===== src/rtl/audio_pkg.sv =====
// Shared types and constants for the WM8731 ADC capture path.
// Latency: n/a (declarations only).
// Backpressure: n/a (declarations only).
package audio_pkg;

  localparam int SAMPLE_BITS = 16;
  localparam int BIT_CNT_W   = $clog2(SAMPLE_BITS);

  // Left sample occupies the upper half of the packed frame.
  typedef struct packed {
    logic [SAMPLE_BITS-1:0] left;
    logic [SAMPLE_BITS-1:0] right;
  } audio_frame_t;

  typedef enum logic [1:0] {
    IDLE,
    ALIGN,
    SHIFT,
    HOLD
  } cap_state_t;

endpackage


===== src/rtl/audio_sample_fifo.sv =====
// Show-ahead synchronous FIFO of stereo frames with occupancy count.
// Latency: a push is visible on the head one cycle later (no bypass path).
// Backpressure: push while full is ignored unless a pop happens in the same cycle.
module audio_sample_fifo
  import audio_pkg::*;
#(
  parameter int DEPTH = 4
) (
  input  logic                     clk,
  input  logic                     rst_n,
  input  logic                     push,
  input  audio_frame_t             push_frame,
  input  logic                     pop,
  output audio_frame_t             head_frame,
  output logic                     full,
  output logic                     empty,
  output logic [$clog2(DEPTH):0]   level
);

  localparam int AW = $clog2(DEPTH);

  audio_frame_t  mem [DEPTH];
  logic [AW:0]   wr_ptr;
  logic [AW:0]   rd_ptr;
  logic          do_push;
  logic          do_pop;

  // The extra pointer MSB separates a full buffer from an empty one.
  assign empty   = (wr_ptr == rd_ptr);
  assign full    = (wr_ptr[AW] != rd_ptr[AW]) && (wr_ptr[AW-1:0] == rd_ptr[AW-1:0]);
  assign level   = wr_ptr - rd_ptr;
  assign do_pop  = pop && !empty;
  // A pop in the same cycle frees the slot the push lands in.
  assign do_push = push && (!full || do_pop);

  // Head reads as zero while empty so stale storage never leaks out.
  assign head_frame = empty ? '0 : mem[rd_ptr[AW-1:0]];

  // Pointer update; both wrap naturally through the extra MSB.
  always_ff @(posedge clk or negedge rst_n) begin
    if (!rst_n) begin
      wr_ptr <= '0;
      rd_ptr <= '0;
    end else begin
      if (do_push) wr_ptr <= wr_ptr + 1'b1;
      if (do_pop)  rd_ptr <= rd_ptr + 1'b1;
    end
  end

  // Frame storage; contents are don't-care until written.
  always_ff @(posedge clk) begin
    if (do_push) mem[wr_ptr[AW-1:0]] <= push_frame;
  end

endmodule


===== src/rtl/audio_adc_capture.sv =====
// Deserialises the codec I2S ADC stream into {left,right} frames behind a small FIFO.
// Latency: frame valid SYNC_STAGES+3 cycles after the bclk edge carrying the right LSB.
// Backpressure: frames wait in the FIFO; a frame arriving while full is dropped and flagged.
module audio_adc_capture
  import audio_pkg::*;
#(
  parameter int FIFO_DEPTH  = 4,
  parameter int SYNC_STAGES = 2
) (
  input  logic                          i_clk,
  input  logic                          i_rst,
  input  logic                          i_enable,
  input  logic                          i_aud_bclk,
  input  logic                          i_aud_adclrck,
  input  logic                          i_aud_adcdat,
  output logic [31:0]                   o_audio_data,
  output logic                          o_audio_valid,
  input  logic                          i_audio_ready,
  output logic                          o_overflow,
  input  logic                          i_clear_overflow,
  output logic [$clog2(FIFO_DEPTH):0]   o_fifo_level
);

  // Synchroniser chain, one lane each for {bclk, lrck, dat}.
  logic [SYNC_STAGES-1:0][2:0] sync_q;
  logic bclk_s, lrck_s, dat_s;

  // Strobe stage: registered edge pulse with lrck/dat aligned to it.
  logic bclk_q, bit_stb, lrck_r, dat_r, lrck_prev;
  logic lr_edge;

  // Capture state.
  cap_state_t             state_q, state_d;
  logic [BIT_CNT_W-1:0]   cnt_q, cnt_d;
  logic [SAMPLE_BITS-1:0] shift_q, shift_d, shift_nxt;
  logic                   chan_q, chan_d;
  logic                   left_ok_q, left_ok_d;
  logic [SAMPLE_BITS-1:0] left_q, left_d;
  logic                   push_q, push_d;
  audio_frame_t           frame_q, frame_d;

  // FIFO side.
  audio_frame_t head_frame;
  logic         fifo_full, fifo_empty, fifo_pop, drop;

  // Codec signals are asynchronous; every lane gets the same depth so they stay aligned.
  always_ff @(posedge i_clk or negedge i_rst) begin
    if (!i_rst) begin
      sync_q <= '0;
    end else begin
      sync_q[0] <= {i_aud_bclk, i_aud_adclrck, i_aud_adcdat};
      for (int i = 1; i < SYNC_STAGES; i++) sync_q[i] <= sync_q[i-1];
    end
  end

  assign bclk_s = sync_q[SYNC_STAGES-1][2];
  assign lrck_s = sync_q[SYNC_STAGES-1][1];
  assign dat_s  = sync_q[SYNC_STAGES-1][0];

  // Registered rising-edge pulse of bclk; lrck/dat captured alongside it.
  always_ff @(posedge i_clk or negedge i_rst) begin
    if (!i_rst) begin
      bclk_q  <= 1'b0;
      bit_stb <= 1'b0;
      lrck_r  <= 1'b0;
      dat_r   <= 1'b0;
    end else begin
      bclk_q  <= bclk_s;
      bit_stb <= bclk_s & ~bclk_q;
      lrck_r  <= lrck_s;
      dat_r   <= dat_s;
    end
  end

  // lrck as seen at the previous strobe, tracked in every state so ALIGN sees real edges.
  always_ff @(posedge i_clk or negedge i_rst) begin
    if (!i_rst) begin
      lrck_prev <= 1'b0;
    end else if (bit_stb) begin
      lrck_prev <= lrck_r;
    end
  end

  // The bit on a channel-change strobe is the I2S delay bit and is never shifted in.
  assign lr_edge   = bit_stb && (lrck_r != lrck_prev);
  assign shift_nxt = {shift_q[SAMPLE_BITS-2:0], dat_r};

  // Capture state and datapath registers.
  always_ff @(posedge i_clk or negedge i_rst) begin
    if (!i_rst) begin
      state_q   <= IDLE;
      cnt_q     <= '0;
      shift_q   <= '0;
      chan_q    <= 1'b0;
      left_ok_q <= 1'b0;
      left_q    <= '0;
      push_q    <= 1'b0;
      frame_q   <= '0;
    end else begin
      state_q   <= state_d;
      cnt_q     <= cnt_d;
      shift_q   <= shift_d;
      chan_q    <= chan_d;
      left_ok_q <= left_ok_d;
      left_q    <= left_d;
      push_q    <= push_d;
      frame_q   <= frame_d;
    end
  end

  // Next-state: align to a left word, shift 16 MSBs per channel, pair left with right.
  always_comb begin
    state_d   = state_q;
    cnt_d     = cnt_q;
    shift_d   = shift_q;
    chan_d    = chan_q;
    left_ok_d = left_ok_q;
    left_d    = left_q;
    push_d    = 1'b0;
    frame_d   = frame_q;

    if (!i_enable) begin
      state_d   = IDLE;
      left_ok_d = 1'b0;
    end else begin
      case (state_q)
        IDLE: begin
          state_d   = ALIGN;
          left_ok_d = 1'b0;
        end
        ALIGN: begin
          if (lr_edge && !lrck_r) begin
            state_d   = SHIFT;
            cnt_d     = '0;
            chan_d    = 1'b0;
            left_ok_d = 1'b0;
          end
        end
        SHIFT: begin
          if (lr_edge) begin
            // Short word: abandon it and start on the channel now selected.
            cnt_d  = '0;
            chan_d = lrck_r;
            if (!lrck_r) left_ok_d = 1'b0;
          end else if (bit_stb) begin
            shift_d = shift_nxt;
            cnt_d   = cnt_q + 1'b1;
            if (cnt_q == BIT_CNT_W'(SAMPLE_BITS - 1)) begin
              state_d = HOLD;
              if (!chan_q) begin
                left_d    = shift_nxt;
                left_ok_d = 1'b1;
              end else begin
                // A right word only counts when its left partner completed.
                if (left_ok_q) begin
                  push_d        = 1'b1;
                  frame_d.left  = left_q;
                  frame_d.right = shift_nxt;
                end
                left_ok_d = 1'b0;
              end
            end
          end
        end
        HOLD: begin
          // Bits past the 16th are the codec's extra LSBs; wait for the next channel.
          if (lr_edge) begin
            state_d = SHIFT;
            cnt_d   = '0;
            chan_d  = lrck_r;
            if (!lrck_r) left_ok_d = 1'b0;
          end
        end
        default: state_d = IDLE;
      endcase
    end
  end

  assign fifo_pop = o_audio_valid && i_audio_ready;

  audio_sample_fifo #(
    .DEPTH (FIFO_DEPTH)
  ) u_fifo (
    .clk        (i_clk),
    .rst_n      (i_rst),
    .push       (push_q),
    .push_frame (frame_q),
    .pop        (fifo_pop),
    .head_frame (head_frame),
    .full       (fifo_full),
    .empty      (fifo_empty),
    .level      (o_fifo_level)
  );

  assign o_audio_data  = head_frame;
  assign o_audio_valid = !fifo_empty;
  assign drop          = push_q && fifo_full && !fifo_pop;

  // Sticky drop flag; a drop in the same cycle as a clear keeps it set.
  always_ff @(posedge i_clk or negedge i_rst) begin
    if (!i_rst) begin
      o_overflow <= 1'b0;
    end else if (drop) begin
      o_overflow <= 1'b1;
    end else if (i_clear_overflow) begin
      o_overflow <= 1'b0;
    end
  end

endmodule


===== config.mk =====
export PLATFORM = sky130hd
export DESIGN_NAME = audio_adc_capture
export DESIGN_NICKNAME = d
export VERILOG_FILES = /design/src/rtl/audio_pkg.sv /design/src/rtl/audio_sample_fifo.sv /design/src/rtl/audio_adc_capture.sv
export SDC_FILE = /design/constraint.sdc
export NUM_CORES = 1
export LEC_CHECK = 0
export BUFFER_PORTS_ARGS = -buffer_cell sky130_fd_sc_hd__buf_2
export CAP_MARGIN = 30
export CORE_ASPECT_RATIO = 0.9
export CORE_MARGIN = 2
export CORE_UTILIZATION = 39
export CTS_CLUSTER_DIAMETER = 200
export DETAILED_ROUTE_END_ITERATION = 10
export PLACE_DENSITY = 0.52
export SLEW_MARGIN = 20
export SYNTH_ARGS = -nofsm -noshare
export SYNTH_HDL_FRONTEND = slang
export SYNTH_SLANG_ARGS = --single-unit

===== constraint.sdc =====
create_clock -name i_clk -period 7.15 [get_ports i_clk]
set_clock_uncertainty 0.15 [all_clocks]
set_input_delay 0.715 -clock i_clk [delete_from_list [all_inputs] [get_ports i_clk]]
set_output_delay 0.715 -clock i_clk [all_outputs]
set_load 0.01 [all_outputs]

=== Yosys cells after proc, flatten, opt, wreduce, memory -nomap -nowiden ===
Memory sizes are Yosys's and may differ from the RTL's.
Cells that the tools add are included.

* Bits in registers: 90
* Bits in latches: 0
* Memory bits (writable): 128
* ROM bits: 0
* Bits of input ports: 8
* Output and inout port bits: 37
* Word-level logic and storage cells: 107
* Memories kept: 1

* Add/subtract/negate cells: 4
* Multipliers: 0
* Divide/modulo/power cells: 0
* $lt $le $gt $ge: 0
* Equal/unequal tests: 19
* Shift-type cells: 0
* Multiplexer cells: 35
* Bitwise gates (word level): 4
* Reductions and logical operators: 25

{| class="wikitable"
|+ Memory list
! memory !! depth !! bits a word !! rd ports !! clocked after memory_dff !! write ports !! RTL line !! RTL
|-
| u_fifo.mem || 4 || 32 || 1 || 0 || 1 || audio_sample_fifo.sv:22 || <nowiki>audio_frame_t mem [DEPTH];</nowiki>
|}

{| class="wikitable"
|+ Operators with widths
! cell !! number
|-
| two-way mux 32 bit || 1
|-
| two-way mux 1 bit || 20
|-
| != test 3 bit, second input constant || 6
|-
| two-way mux 4 bit || 4
|-
| two-way mux 2 bit || 6
|-
| one-hot mux 4 bit (3 select lines) || 1
|-
| AND reduction 4 bit || 3
|-
| AND reduction 5 bit || 2
|-
| logical AND 1 bit || 8
|-
| != test 4 bit, second input constant || 2
|-
| one-hot mux 2 bit (4 select lines) || 1
|-
| AND reduction 7 bit || 1
|-
| adder 3 x 1 -> 3 bit, second input constant || 2
|-
| AND reduction 6 bit || 1
|-
| adder 4 x 1 -> 4 bit, second input constant || 1
|-
| equality test 2 bit, second input constant || 2
|-
| equality test 4 bit, second input constant || 1
|-
| zero test 1 bit || 4
|-
| != test 2 bit, second input constant || 2
|-
| one-hot mux 1 bit (4 select lines) || 1
|-
| nonzero test 2 bit || 2
|-
| equality test 3 bit || 1
|-
| NOT 1 bit || 3
|-
| nonzero test 3 bit || 1
|-
| 10 further kinds || 11
|}

=== Depth between registers and ports, before layout ===
* Depth in word-level cells: 8
* Gate-level depth with buffers: 8
* Gate-level depth less buffers: 6

=== Cells and area by module ===
A second synthesis with hierarchy kept.

* Cell total of the unflattened synthesis: 463
* Area, all modules: 8753.4 um2

{| class="wikitable"
|+ Modules (own cells, without submodules)
! module !! instances !! cells an instance !! area an instance (um2) !! sequential area each (um2)
|-
| audio_sample_fifo || 1 || 247 || 5292.6 || 3993.8
|-
| audio_adc_capture || 1 || 216 || 3460.8 || 2102.0
|}

=== Worst setup path before layout ===
No wires, ideal clock.

* Path kind: register -> register
* Start point: reg u_fifo.rd_ptr[1]
* End point: mem u_fifo.mem[3][0] (netlist name), enable pin
* Setup time: 0.394 ns
* Arrival: 2.472 ns
* Data required time: 6.606 ns
* Setup slack: 4.135 ns
* Cell stages (with the launch flop): 8
* Clock period less this slack: 3.015 ns
* Cells stage by stage: dfrtp_1 clkbuf_1 clkbuf_1 inv_1 ha_1 nand2_1 o31a_1 and2_1

* Longest elaborated chain between the ends: 8
* Elaborated cells on any way between the ends: 11

{| class="wikitable"
|+ RTL lines
! item !! RTL line !! RTL
|-
| from (decl) || audio_sample_fifo.sv:24 || <nowiki>logic [AW:0] rd_ptr;</nowiki>
|-
| from (signal assigned) || audio_sample_fifo.sv:46 || <nowiki>if (do_pop) rd_ptr <= rd_ptr + 1'b1;</nowiki>
|-
| equality test 3 bit || audio_sample_fifo.sv:29 || <nowiki>assign empty = (wr_ptr == rd_ptr);</nowiki>
|-
| zero test 1 bit || audio_sample_fifo.sv:32, audio_adc_capture.sv:196 ||
|-
| logical AND 1 bit || audio_adc_capture.sv:179 || <nowiki>assign fifo_pop = o_audio_valid && i_audio_ready;</nowiki>
|-
| logical AND 1 bit || audio_sample_fifo.sv:32 || <nowiki>assign do_pop = pop && !empty;</nowiki>
|-
| logical OR 1 bit (*) || audio_sample_fifo.sv:34 || <nowiki>assign do_push = push && (!full || do_pop);</nowiki>
|-
| logical AND 1 bit (*) || audio_sample_fifo.sv:34 ||
|-
| two-way mux 1 bit (*) || audio_sample_fifo.sv:52 || <nowiki>if (do_push) mem[wr_ptr[AW-1:0]] <= push_frame;</nowiki>
|-
| two-way mux 1 bit (not written as such) (*) || audio_sample_fifo.sv:52 ||
|-
| to (decl) || audio_sample_fifo.sv:22 ||
|}

Mark *: on every way between the ends. The rest lies on a longest branch, timed or not.

=== Final worst setup path ===
* Start point: reg u_fifo.rd_ptr[0]
* End point: out o_audio_data[1]

* Longest elaborated chain between the ends: 2
* Elaborated cells on any way between the ends: 3

{| class="wikitable"
|+ RTL lines
! item !! RTL line !! RTL
|-
| memory (4 x 32 bit) or equality test 3 bit (tied branches) || -- ||
|-
| two-way mux 32 bit (*) || audio_sample_fifo.sv:37 || <nowiki>assign head_frame = empty ? '0 : mem[rd_ptr[AW-1:0]];</nowiki>
|-
| to (decl) || audio_adc_capture.sv:16 || <nowiki>output logic [31:0] o_audio_data,</nowiki>
|}

Marked as above.

==> run_summary.xml <==
<?xml version="1.0" encoding="UTF-8"?>
<metrics>
  <group name="pwr">
    <metric name="p_total" unit="mW">2.76</metric>
    <metric name="power.density_cell_area" unit="mW/mm^2">282</metric>
    <metric name="vdd_ir_drop_max" unit="V">0.000126</metric>
    <metric name="leakagePower" unit="nW">4.29</metric>
  </group>
  <group name="synth">
    <metric name="synth-async-reset-ratio" unit="">0.413</metric>
    <metric name="dominantRegCellSynth" unit="">edfxtp_1</metric>
    <metric name="synthCells" unit="">457</metric>
    <metric name="synth_cell_type_count" unit="">40</metric>
    <metric name="ys.warnings.count" unit="">0</metric>
    <metric name="synthDominantAreaCellType" unit="">edfxtp_1</metric>
    <metric name="synth-seq-cells" unit="">218</metric>
    <metric name="syn_area_per_cell" unit="sq um">18.6</metric>
    <metric name="synth.top_cells.by_area" unit="">edfxtp_1, dfrtp_1, mux4_2</metric>
    <metric name="mappedNetlistArea" unit="sq mm">0.00849</metric>
    <metric name="seq_area_frac_synth" unit="">0.718</metric>
    <metric name="synth_enable_flop_cells" unit="">128</metric>
    <metric name="synth_fp_nets" unit="">474</metric>
    <metric name="synthDominantCellAreaShare" unit="">0.452</metric>
  </group>
  <group name="critical_path">
    <metric name="worst_r2r_endpoint" unit="">u_fifo.mem[2][17]</metric>
    <metric name="worst_setup_path_start_kind" unit="">flop</metric>
    <metric name="worstReg2RegStart" unit="">u_fifo.rd_ptr[0]</metric>
    <metric name="worst_ep_required_time" unit="ns">6.28</metric>
    <metric name="setup.worst_path.end" unit="">o_audio_data[1]</metric>
    <metric name="critical_path_arrival" unit="ns">2.88</metric>
    <metric name="crit_fanout" unit="">35</metric>
    <metric name="crit_path_start" unit="">u_fifo.rd_ptr[0]</metric>
    <metric name="r2r_setup_slack" unit="ns">4.04</metric>
    <metric name="endpoint_kind" unit="">output port</metric>
    <metric name="timing_worst_setup_path_type" unit="">reg2out</metric>
    <metric name="worstRegToRegCells" unit="">6</metric>
  </group>
  <group name="die">
    <metric name="floorplan.initialDensity" unit="">0.395</metric>
    <metric name="core_area" unit="sq mm">0.0215</metric>
    <metric name="rows" unit="">51</metric>
    <metric name="die_h" unit="um">144</metric>
    <metric name="fp.dieW" unit="um">160</metric>
    <metric name="floorplan.io_pins" unit="">45</metric>
    <metric name="dieArea" unit="sq mm">0.0230</metric>
  </group>
  <group name="clock_network">
    <metric name="source_to_sink_clock_delay_at_the_later_pin_of_the_worst_skew_pair" unit="ns">0.49</metric>
    <metric name="clkSlewWorstSetupHoldPaths" unit="ns">0.06</metric>
    <metric name="ctsResizeCount" unit="">0</metric>
    <metric name="cts_inserted_buffers" unit="">22</metric>
    <metric name="clk_root_buffer_cell" unit="">clkbuf_16</metric>
    <metric name="cts-htree-levels" unit="">1</metric>
    <metric name="cts.sink_count" unit="">218</metric>
    <metric name="clock_path_buffers" unit="">3</metric>
    <metric name="cts_tree" unit="">yes</metric>
  </group>
  <group name="global_routing">
    <metric name="grt_pass1_wl" unit="um">23800</metric>
    <metric name="grt_remaining_overflow" unit="">0</metric>
    <metric name="track_usage" unit="">0.134</metric>
    <metric name="grt_antenna_before_repair" unit="">0</metric>
    <metric name="grt_max_degree" unit="">66</metric>
    <metric name="via_count_of_the_first_global_routing_pass" unit="">4214</metric>
  </group>
  <group name="run">
    <metric name="max_cap_viol_count" unit="">0</metric>
  </group>
  <group name="finish">
    <metric name="layout.cells.most_common_list" unit="">edfxtp_1, dfrtp_1, mux2_2</metric>
    <metric name="diodes" unit="">0</metric>
    <metric name="seq_area" unit="sq mm">0.00610</metric>
    <metric name="synthToLayoutAreaGrowth" unit="%">15.5</metric>
    <metric name="n_fill_cell" unit="">1880</metric>
    <metric name="fin_nets" unit="">535</metric>
    <metric name="drive_gt1_frac" unit="">0.354</metric>
    <metric name="footprint_of_the_multi_input_gates" unit="sq mm">0.00227</metric>
    <metric name="postLayoutCoreUtil" unit="">0.456</metric>
    <metric name="layout_commonest_cell" unit="">edfxtp_1</metric>
  </group>
  <group name="drt">
    <metric name="firstDrtPassIters" unit="">5</metric>
    <metric name="wl_per_cell" unit="um">18.0</metric>
    <metric name="post-route-drc-count" unit="">0</metric>
    <metric name="number_of_nets_with_antenna_violations_after_routing" unit="">0</metric>
    <metric name="route.vias.total" unit="">4030</metric>
    <metric name="finalWirelength" unit="um">14800</metric>
    <metric name="route.detailed.vias_per_inst" unit="">4.88</metric>
    <metric name="drtIter0Drc" unit="">203</metric>
  </group>
  <group name="worst_hold_path">
    <metric name="min_path_type" unit="">in2reg</metric>
    <metric name="min-delay-start" unit="">i_aud_adclrck</metric>
  </group>
  <group name="timing">
    <metric name="maxSlewViolCount" unit="">0</metric>
    <metric name="setup_slack" unit="ns">3.40</metric>
    <metric name="fin_crit" unit="ns">3.75</metric>
    <metric name="period_share" unit="">0.524</metric>
    <metric name="headroom_to_the_max_slew_limit" unit="">0.411</metric>
    <metric name="setup_violations" unit="">0</metric>
    <metric name="worst_slew_pin_slew" unit="ns">0.881</metric>
    <metric name="setup_repair_after_global_routing_missed_its_margin" unit="">false</metric>
    <metric name="finalHoldViolCount" unit="">0</metric>
    <metric name="finalHoldWorstSlack" unit="ns">0.176</metric>
    <metric name="finalSetupTns" unit="ns">0</metric>
    <metric name="max_clock_freq" unit="MHz">267</metric>
  </group>
  <group name="run_status">
    <metric name="run_status" unit="">finished, final reports clean</metric>
  </group>
  <group name="place">
    <metric name="dp_slack" unit="ns">3.80</metric>
    <metric name="place.detailed.hpwl" unit="um">8560</metric>
    <metric name="placement.io_buffers" unit="">44</metric>
    <metric name="place.gp.congestion" unit="">0.783</metric>
  </group>
</metrics>
[report_power, final]
part	switching, mW	leakage [nW]	internal [mW]
logic	0.145	1.23	0.116
clock network	0.449	0.361	0.665
registers	0.0493	2.70	1.34
total	0.643	4.29	2.12
[routing by layer]
metal,global-route usage,part of all wire
met5,0,0
met1,0.179,0.46
met4,0.0378,0.020
met2,0.229,0.49
met3,0.0224,0.032
[Yosys cell counts (all sizes together) (2+ instances only)]
cell	count
edfxtp	128
dfrtp	90
mux2	65
and2	36
mux4	32
inv	11
nand2	11
clkbuf	10
buf	8
ha	8
nand3	7
o21ai	6
xnor2	6
a21oi	5
nor2b	4
nor2	3
nor3	3
a22o	2
o21a	2
o22ai	2
xor2	2
[cells by family after synthesis]
family,Yosys count,share of synthesized area
fa+ha+maj,9,0.0141
buf+inv,29,0.0147
mux,97,0.175
xor+xnor,8,0.00825
compound gates,26,0.0205
simple gates,70,0.0493
flops,218,0.718
[flip-flops by register name, summed over array words and instances, names as in the netlist, 3 cells and up]
register	flops
sync_q	3
left_q	16
cnt_q	4
u_fifo.mem	128
u_fifo.wr_ptr	3
frame_q	32
u_fifo.rd_ptr	3
shift_q	15
[critical path, cell delays in order, from the launching register on]
cell     delay (ns)
dfrtp_2        0.82
buf_4          0.46
ha_1           0.32
nand3_1        0.08
buf_4          0.32
and2_1         0.23
buf_2          0.15
[metrics by stage]
| stage | cell area, sq um | cells |
|---|---|---|
| after floorplan | 8490 | 457 |
| after global placement | 9070 | 783 |
| after detailed placement | 9080 | 784 |
| after CTS | 9810 | 825 |
| after global routing | 9810 | 825 |
| final | 9810 | 825 |
[repair_timing]
action,CTS,global route
buffers inserted,0,0
hold buffers,1,0
endpoints found under the hold margin,25,0
[worst min-delay path by stage]
stage,endpoint,cells after the start
finish,sync_q[1],1
global route,sync_q[1],1
CTS,sync_q[1],1
detailed placement,dat_r,0
global placement,dat_s,0
floorplan,bclk_s,0
[final cells by class]
cell class                 instances  area share
multi-input combinational        210       0.232
clock inverter                     6     0.00319
clock buffer                      34      0.0703
timing repair buffer              55      0.0318
tap                              291      0.0371
inverter                          11     0.00421
sequential                       218       0.622
Note: power is estimated with default switching activity, not from simulation.
